--- config.mk ---
export PLATFORM = sky130hd
export DESIGN_NAME = vga_vram_arbiter
export DESIGN_NICKNAME = d
export VERILOG_FILES = /design/src/rtl/vga_pkg.sv /design/src/rtl/vga_line_buf.sv /design/src/rtl/vga_vram_arbiter.sv
export SDC_FILE = /design/constraint.sdc
export NUM_CORES = 2
export LEC_CHECK = 0
export CAP_MARGIN = 20
export CORE_MARGIN = 4
export CORE_UTILIZATION = 40
export DETAILED_ROUTE_END_ITERATION = 6
export GPL_ROUTABILITY_DRIVEN = 1
export GPL_TIMING_DRIVEN = 0
export PLACE_DENSITY = 0.54
export SLEW_MARGIN = 20
export SYNTH_ARGS = -nofsm -noshare
export SYNTH_HDL_FRONTEND = slang
export SYNTH_SLANG_ARGS = --single-unit
--- constraint.sdc ---
create_clock -name pix_clk -period 2.55 [get_ports pix_clk]
set_input_delay 0.6375 -clock pix_clk [delete_from_list [all_inputs] [get_ports pix_clk]]
set_output_delay 0.6375 -clock pix_clk [all_outputs]
set_load 0.03 [all_outputs]
--- src/rtl/vga_pkg.sv ---
// Shared geometry, widths and fetch FSM encoding for the VGA/VRAM arbiter.
package vga_pkg;
  localparam int CELL_SHIFT = 3;
  localparam int H_CELLS    = 160;
  localparam int V_CELLS    = 128;
  localparam int V_ACTIVE   = 1024;
  localparam int ADDR_W     = 15;
  localparam int COLOR_W    = 12;
  localparam int PIX_W      = 12;
  localparam int COL_W      = $clog2(H_CELLS);
  localparam int NUM_CELLS  = H_CELLS * V_CELLS;

  typedef enum logic [1:0] {IDLE, FETCH, DRAIN} fetch_state_e;

  // First cell address of a framebuffer row; shift-add for the 160-wide layout.
  function automatic logic [ADDR_W-1:0] row_base(input logic [ADDR_W-1:0] row);
    if (H_CELLS == 160) return (row << 7) + (row << 5);
    else                return ADDR_W'(row * H_CELLS);
  endfunction
endpackage

--- src/rtl/vga_line_buf.sv ---
// One-row line buffer: single write port, registered read port (1-cycle latency).
module vga_line_buf
  import vga_pkg::*;
(
  input  logic               clk,
  input  logic               we,
  input  logic [COL_W-1:0]   waddr,
  input  logic [COLOR_W-1:0] wdata,
  input  logic [COL_W-1:0]   raddr,
  output logic [COLOR_W-1:0] rdata
);
  logic [COLOR_W-1:0] mem_q [H_CELLS];

  always_ff @(posedge clk) begin
    if (we) mem_q[waddr] <= wdata;
    rdata <= mem_q[raddr];
  end
endmodule

--- src/rtl/vga_vram_arbiter.sv ---
// Shares a single-port VRAM between the per-line display prefetch and a CPU port.
// Define VRAM_CPU_READ_EN to enable CPU reads; otherwise every CPU request is a write.
module vga_vram_arbiter
  import vga_pkg::*;
(
  input  logic               pix_clk,
  input  logic               pix_rst_n,
  input  logic [PIX_W-1:0]   pix_x,
  input  logic [PIX_W-1:0]   pix_y,
  input  logic               pix_valid,
  input  logic               hsync,
  input  logic               vsync,
  output logic [COLOR_W-1:0] rgb,
  output logic               rgb_hsync,
  output logic               rgb_vsync,
  output logic               rgb_valid,
  input  logic               cpu_req,
  input  logic               cpu_we,
  input  logic [ADDR_W-1:0]  cpu_addr,
  input  logic [COLOR_W-1:0] cpu_wdata,
  output logic               cpu_ack,
  output logic [COLOR_W-1:0] cpu_rdata,
  output logic               mem_en,
  output logic               mem_we,
  output logic [ADDR_W-1:0]  mem_addr,
  output logic [COLOR_W-1:0] mem_wdata,
  input  logic [COLOR_W-1:0] mem_rdata
);
  fetch_state_e       state_q, state_d;
  logic [COL_W-1:0]   col_q, col_d, fill_idx_q, fill_idx_d;
  logic [ADDR_W-1:0]  base_q, base_d, tgt_row;
  logic               fill_q, fill_d, ack_q, rdy_q;
  logic               pv_q, hs_q, vs_q;
  logic [PIX_W-1:0]   py_q;
  logic [PIX_W:0]     y_next;
  logic               trigger, grant, cpu_in_range, cpu_wr;
  logic [COLOR_W-1:0] lb_rdata;

  // Falling edge of pix_valid marks the end of line py_q.
  assign trigger      = pv_q & ~pix_valid;
  assign y_next       = {1'b0, py_q} + {{PIX_W{1'b0}}, 1'b1};
  assign tgt_row      = (py_q == PIX_W'(V_ACTIVE - 1)) ? '0 : ADDR_W'(y_next >> CELL_SHIFT);
  assign cpu_in_range = (cpu_addr < ADDR_W'(NUM_CELLS));
  // ack_q blocks a second grant from a request still held in the ack cycle.
  assign grant        = rdy_q & (state_q == IDLE) & ~trigger & cpu_req & ~ack_q;

`ifdef VRAM_CPU_READ_EN
  logic cpu_rd_q;
  assign cpu_wr    = cpu_we;
  assign cpu_rdata = cpu_rd_q ? mem_rdata : '0;
  always_ff @(posedge pix_clk or negedge pix_rst_n) begin
    if (!pix_rst_n) cpu_rd_q <= 1'b0;
    else            cpu_rd_q <= grant & cpu_in_range & ~cpu_we;
  end
`else
  logic unused_cpu_we;
  assign unused_cpu_we = cpu_we;
  assign cpu_wr        = 1'b1;
  assign cpu_rdata     = '0;
`endif

  always_comb begin
    state_d    = state_q;
    col_d      = col_q;
    base_d     = base_q;
    fill_d     = 1'b0;
    fill_idx_d = col_q;
    mem_en     = 1'b0;
    mem_we     = 1'b0;
    mem_addr   = '0;
    mem_wdata  = '0;
    case (state_q)
      IDLE: begin
        if (trigger) begin
          state_d = FETCH;
          col_d   = '0;
          base_d  = row_base(tgt_row);
        end else if (grant && cpu_in_range) begin
          mem_en    = 1'b1;
          mem_we    = cpu_wr;
          mem_addr  = cpu_addr;
          mem_wdata = cpu_wr ? cpu_wdata : '0;
        end
      end
      FETCH: begin
        mem_en   = 1'b1;
        mem_addr = base_q + ADDR_W'(col_q);
        fill_d   = 1'b1;
        col_d    = col_q + COL_W'(1);
        if (col_q == COL_W'(H_CELLS - 1)) state_d = DRAIN;
      end
      DRAIN:   state_d = IDLE;
      default: state_d = IDLE;
    endcase
  end

  always_ff @(posedge pix_clk or negedge pix_rst_n) begin
    if (!pix_rst_n) begin
      state_q    <= IDLE;
      col_q      <= '0;
      base_q     <= '0;
      fill_q     <= 1'b0;
      fill_idx_q <= '0;
      ack_q      <= 1'b0;
      rdy_q      <= 1'b0;
      pv_q       <= 1'b0;
      py_q       <= '0;
      hs_q       <= 1'b0;
      vs_q       <= 1'b0;
    end else begin
      state_q    <= state_d;
      col_q      <= col_d;
      base_q     <= base_d;
      fill_q     <= fill_d;
      fill_idx_q <= fill_idx_d;
      ack_q      <= grant;
      rdy_q      <= 1'b1;
      pv_q       <= pix_valid;
      py_q       <= pix_y;
      hs_q       <= hsync;
      vs_q       <= vsync;
    end
  end

  vga_line_buf u_line_buf (
    .clk   (pix_clk),
    .we    (fill_q),
    .waddr (fill_idx_q),
    .wdata (mem_rdata),
    .raddr (COL_W'(pix_x >> CELL_SHIFT)),
    .rdata (lb_rdata)
  );

  assign cpu_ack   = ack_q;
  assign rgb_valid = pv_q;
  assign rgb_hsync = hs_q;
  assign rgb_vsync = vs_q;
  assign rgb       = pv_q ? lb_rdata : '0;
endmodule

[Word level (Yosys, flattened, before mapping)]
Memory sizes are Yosys's and may differ from the RTL's. A register that Yosys moved wholly into a read port is not among the register bits.
Index checks and enable logic that the tools add are counted.
Cells by class
  reduce and logical (&&, ||, !) cells: 6
  equality and inequality tests: 5
  $lt $le $gt $ge: 1
  bitwise operators: 8
  add/subtract/negate cells: 4
  muxes and demuxes: 20
Operators with widths (number)
  two-way mux 12 bit: 4
  two-way mux 15 bit: 2
  case mux 15 bit (2 select lines): 1
  case mux 8 bit (2 select lines): 1
  adder 15 bit: 1
  adder 15 x 8 -> 15 bit: 1
  less-than comparator 15 bit (second input constant): 1
  adder 12 x 1 -> 13 bit (second input constant): 1
  == test 12 x 10 -> 1 bit (second input constant): 1
  two-way mux 10 bit: 1
  adder 8 x 1 -> 8 bit (second input constant): 1
  == test 8 bit (second input constant): 1
  two-way mux 8 bit: 1
  two-way mux 1 bit: 6
  AND reduction 2 bit: 3
  AND 1 bit: 5
  two-way mux 2 bit: 2
  != test 2 bit (second input constant): 2
  case mux 2 bit (2 select lines): 1
  inverter 1 bit: 3
  == test 2 x 1 -> 1 bit (second input constant): 1
  zero test 2 bit: 1
  case mux 1 bit (2 select lines): 1
  nonzero test 2 bit: 1
  logical AND 1 bit: 1
Storage, ports and cells
  word-level logic and storage cells: 56
  memories kept: 1
  output and inout port bits: 57
  register bits: 51
  RAM bits: 1920
  bits of input ports: 70
Memories
  u_line_buf.mem_q: words 160, bits a word 12, read ports 1, clocked after memory_dff 1, write ports 1, RTL line vga_line_buf.sv:12  | logic [COLOR_W-1:0] mem_q [H_CELLS];

[Logic depth before layout (Yosys ltp)]
  word-level depth: 10
  depth in mapped cells: 13
  mapped depth without buffers: 12

[Cells and area by module]
Synthesis repeated with hierarchy kept, for this count alone.
Second synthesis, totals
  cell total of the unflattened synthesis: 3993
  area total of the unflattened synthesis: 77999.8 um2
By module, submodules not included
  vga_line_buf: instances 1, area each 75289.7 um2, seq. area each 57895.5 um2, cells an instance 3703
  vga_vram_arbiter: instances 1, area each 2710.1 um2, seq. area each 1151.1 um2, cells an instance 290

[Worst setup path after synthesis]
No wires, ideal clock.
  path type: input to output
  start point: input pix_valid
  end point: output mem_addr[10]
  slack: -0.567 ns
  data arrival time: 2.479 ns
  required time: 1.913 ns
  stages on the path: 8
  cell sequence: nand2b_1 > nand3_1 > nor4_1 > and2_1 > clkbuf_1 > clkbuf_1 > nand2_1 > o21ai_0
Between the ends
  longest elaborated chain between the ends: 10
RTL lines
  start: declaration: RTL line vga_vram_arbiter.sv:10  | input logic pix_valid,
  inverter 1 bit (*): RTL line vga_vram_arbiter.sv:40  | assign trigger = pv_q & ~pix_valid;
  AND 1 bit (*): RTL line vga_vram_arbiter.sv:40
  inverter 1 bit: RTL line vga_vram_arbiter.sv:45  | assign grant = rdy_q & (state_q == IDLE) & ~trigger & cpu_req & ~ack_q;
  AND 1 bit (3 in series): RTL line vga_vram_arbiter.sv:45
  logical AND 1 bit: RTL line vga_vram_arbiter.sv:78  | end else if (grant && cpu_in_range) begin
  two-way mux 15 bit: RTL line vga_vram_arbiter.sv:78
  two-way mux 15 bit (*): RTL line vga_vram_arbiter.sv:74  | if (trigger) begin
  case mux 15 bit (2 select lines) (*): RTL line vga_vram_arbiter.sv:72  | case (state_q)
  end: declaration: RTL line vga_vram_arbiter.sv:25  | output logic [ADDR_W-1:0] mem_addr,
Every way passes the cells marked *; elsewhere a longest branch is shown, timed or not.

[Final worst setup path]
  start point: register col_q[6]
  end point: output mem_addr[11]
Between the ends
  longest elaborated chain between the ends: 2
RTL lines
  start: declaration: RTL line vga_vram_arbiter.sv:30  | logic [COL_W-1:0] col_q, col_d, fill_idx_q, fill_idx_d;
  start signal: assignment: RTL line vga_vram_arbiter.sv:112  | col_q <= col_d;
  adder 15 x 8 -> 15 bit: RTL line vga_vram_arbiter.sv:87  | mem_addr = base_q + ADDR_W'(col_q);
  case mux 15 bit (2 select lines): RTL line vga_vram_arbiter.sv:72
No other way between the ends.

==> run metrics <==
CTS Buf Count 202; Core ar. 192,000 µm²; flops & latches, synth 1,978; CTS clk-pin slew, worst paths 60 ps; PortBufs 108; fin cells 7,037; GPL Wtd Cong 0.901; CP max FO 3; Main synth FF type edfxtp_1; share of cells above drive strength 1 34.6%; fmax 311 MHz; vias after detailed routing 41,400; post-synthesis cell count 3,804; I/O pin count 127; register area share after synthesis 76.3%; total gr overflow 0; final wirelength 238,000 µm; Worst Tran Pin Value 964 ps; Final Slew Violations 0; endpoints failing setup 50; WP data arrival 2580 ps; Routed WL per cell 33.8 µm; Die W 448 µm; Leak 30.0 nW; Post-synth EDFFs 1,920; dominant cell type by area after synthesis edfxtp_1; Seq pwr share 52.7%; Initial Utilization 40.2%; Synthesis Warnings 0; clock power share 41.2%; first-pass GRT wire length 327,000 µm; kind of critical path register to output pin; area share of the largest cell type after synthesis 74.5%; CTS Sinks 1,978; die area 200,000 µm²; Switching Fraction 22.5%; FFs w/ async S/R, synth 2.33%; maxcap violations 0; Placed Instances 6,516; minimum clock period 3210 ps; fin crit share 126%; vias in the first global route 41,100; Pwr Total 67.8 mW; Req. time, crit path 1910 ps; Slew HR 35.7%; pwr/cell area 719 nW/µm²; P&R area growth vs syn 21.9%; drt first pass iters 6; P_int 52.6 mW; nets 4,427; Clock Latency Late Sink 860 ps; DRT iter0 DRCs 4,678; ranking of synthesized cells by area edfxtp_1 75%, mux4_2 12%, mux2i_1 2.7%; failing checks setup timing; Cell Area, Synth 77,300 µm²; Hold Vio Cnt, Final 0; DRC viols 0; post-placement cell area 83,200 µm²; synthesized area per cell 20.3 µm²; post-route setup slack -663 ps; clk root buf clkbuf_16; Final Skew 45.7 ps; status complete, but fails checks; Max Root-Sink Buffers 3; synth cell count leaders 1,920 x edfxtp_1, 396 x mux4_2, 205 x mux2i_1; Net Switching 15.2 mW; Core Rows 161; library cells used by synthesis 68; clock tree from TritonCTS built; total global-route track usage 23.6%; Die Ht 448 µm; DP HPWL 158,000 µm; Setup crit end kind output pin; startpoint type of the worst setup path register; Routed Antenna Nets 0; pre-CTS WS -3080 ps; VDD IR max 0.579 mV; # H-tree levels 4; count leader, synth edfxtp_1; pin count of the biggest net entering global routing 113; vias per cell 5.88; combinational share of power 6.1%; Hold WC Path Type input pin to register; FILL cells 15,600; final instance area 94,300 µm²; RSZ-0062 raised after global routing true; antenna violations before repair 4
[cells by family after synthesis]
logic type,share of synthesized area (%)
fa+ha+maj,0.214
compound gates,3.77
buf+inv,1.88
flops,76.3
mux,14.2
other cells,0.00971
simple gates,3.33
xor+xnor,0.260
[area by class of cell]
class / instances / area [µm²] / share of cell area, %
sequential: 1978 / 59100 / 62.7
antenna: 2 / 5.00 / 0.00531
timing repair buffer: 341 / 4500 / 4.78
tap: 2526 / 3160 / 3.35
buffer: 219 / 1780 / 1.89
multi-input combinational: 1593 / 19500 / 20.7
inverter: 10 / 37.5 / 0.0398
clock inverter: 91 / 781 / 0.828
clock buffer: 277 / 5390 / 5.72
[flip-flops by register name, indices dropped and copies added, names as in the netlist, 2 cells and up]
signal,flops
u_line_buf.mem_q,1920
py_q,12
u_line_buf.rdata,12
base_q,10
col_q,8
fill_idx_q,8
state_q,2
[placed cells by master, fill, tap and decap left out, types with 46 or more instances in the layout]
cell type	netlist	routed
edfxtp_1	1920	1920
mux4_2	396	396
clkbuf_16	0	207
mux2i_1	205	196
nor2_4	0	142
buf_4	42	142
buf_6	20	112
a22oi_1	121	105
clkbuf_1	93	93
buf_12	4	84
nand2_1	105	80
nand3_1	87	57
buf_8	8	50
clkinv_1	0	46
[power by group through the flow]
stage          Clock (mW)  Sequential (mW)  Combinational (mW)
6_report             27.9             35.7                4.15
5_1_grt              29.8             35.7                4.30
4_1_cts              28.4             35.7                4.12
3_5_place_dp            0             36.4                3.80
3_3_place_gp            0             36.7                3.68
2_1_floorplan           0             36.4                1.82
[what timing repair did]
| item | in CTS | in global routing |
|---|---|---|
| buffers inserted | 149 | 16 |
| pin swaps | 141 | 47 |
| hold buffers | 1 | 0 |
| cloned | 3 | 0 |
| endpoints found under the setup margin | 1941 | 663 |
| resized for setup | 876 | 87 |
| hold endpoints to repair | 46 | 0 |
[metrics by stage]
| step | hold slack (ps) | setup TNS (ps) | utilization (%) |
|---|---|---|---|
| 2_1_floorplan | 342 | 0 | - |
| 3_3_place_gp | 471 | - | 42.5 |
| 3_5_place_dp | 477 | -1192170 | 43.3 |
| 4_1_cts | 156 | -19110 | 48.8 |
| 5_1_grt | 178 | -19080 | 49.0 |
| 6_report | 204 | -14680 | 49.0 |
[final timing paths]
kind                                   start  slack (ps)                  endpoint  cells past startpoint
worst max-delay path                col_q[6]        -660              mem_addr[11]                      8
worst min-delay path            mem_rdata[0]         200  u_line_buf.mem_q[152][0]                      1
worst max register to register       py_q[3]        -200                base_q[13]                     11
worst min register to register      col_q[7]         490             fill_idx_q[7]                      0
max in group asynchronous          pix_rst_n        1800             fill_idx_q[0]                      3
min in group asynchronous          pix_rst_n         230                 rgb_hsync                      2
[per-layer routing]
metal	share of wire, %	wire length [µm]	up-vias	global-route usage [%]
met5	0	0	-	0
met4	5.2	12300	0	11.1
met3	7.4	17700	430	4.32
met2	47	112000	1869	37.1
met1	40	95500	22200	32.1
li1	-	-	16900	-
[critical path, stage by stage (launching register included)]
cell,delay [ps]
dfrtp_2,450
buf_12,150
fa_2,380
a21o_1,190
nand2_4,110
nor2_4,50
xnor2_2,130
o21ai_2,130
buf_6,150
(Power assumes the default switching activity.)
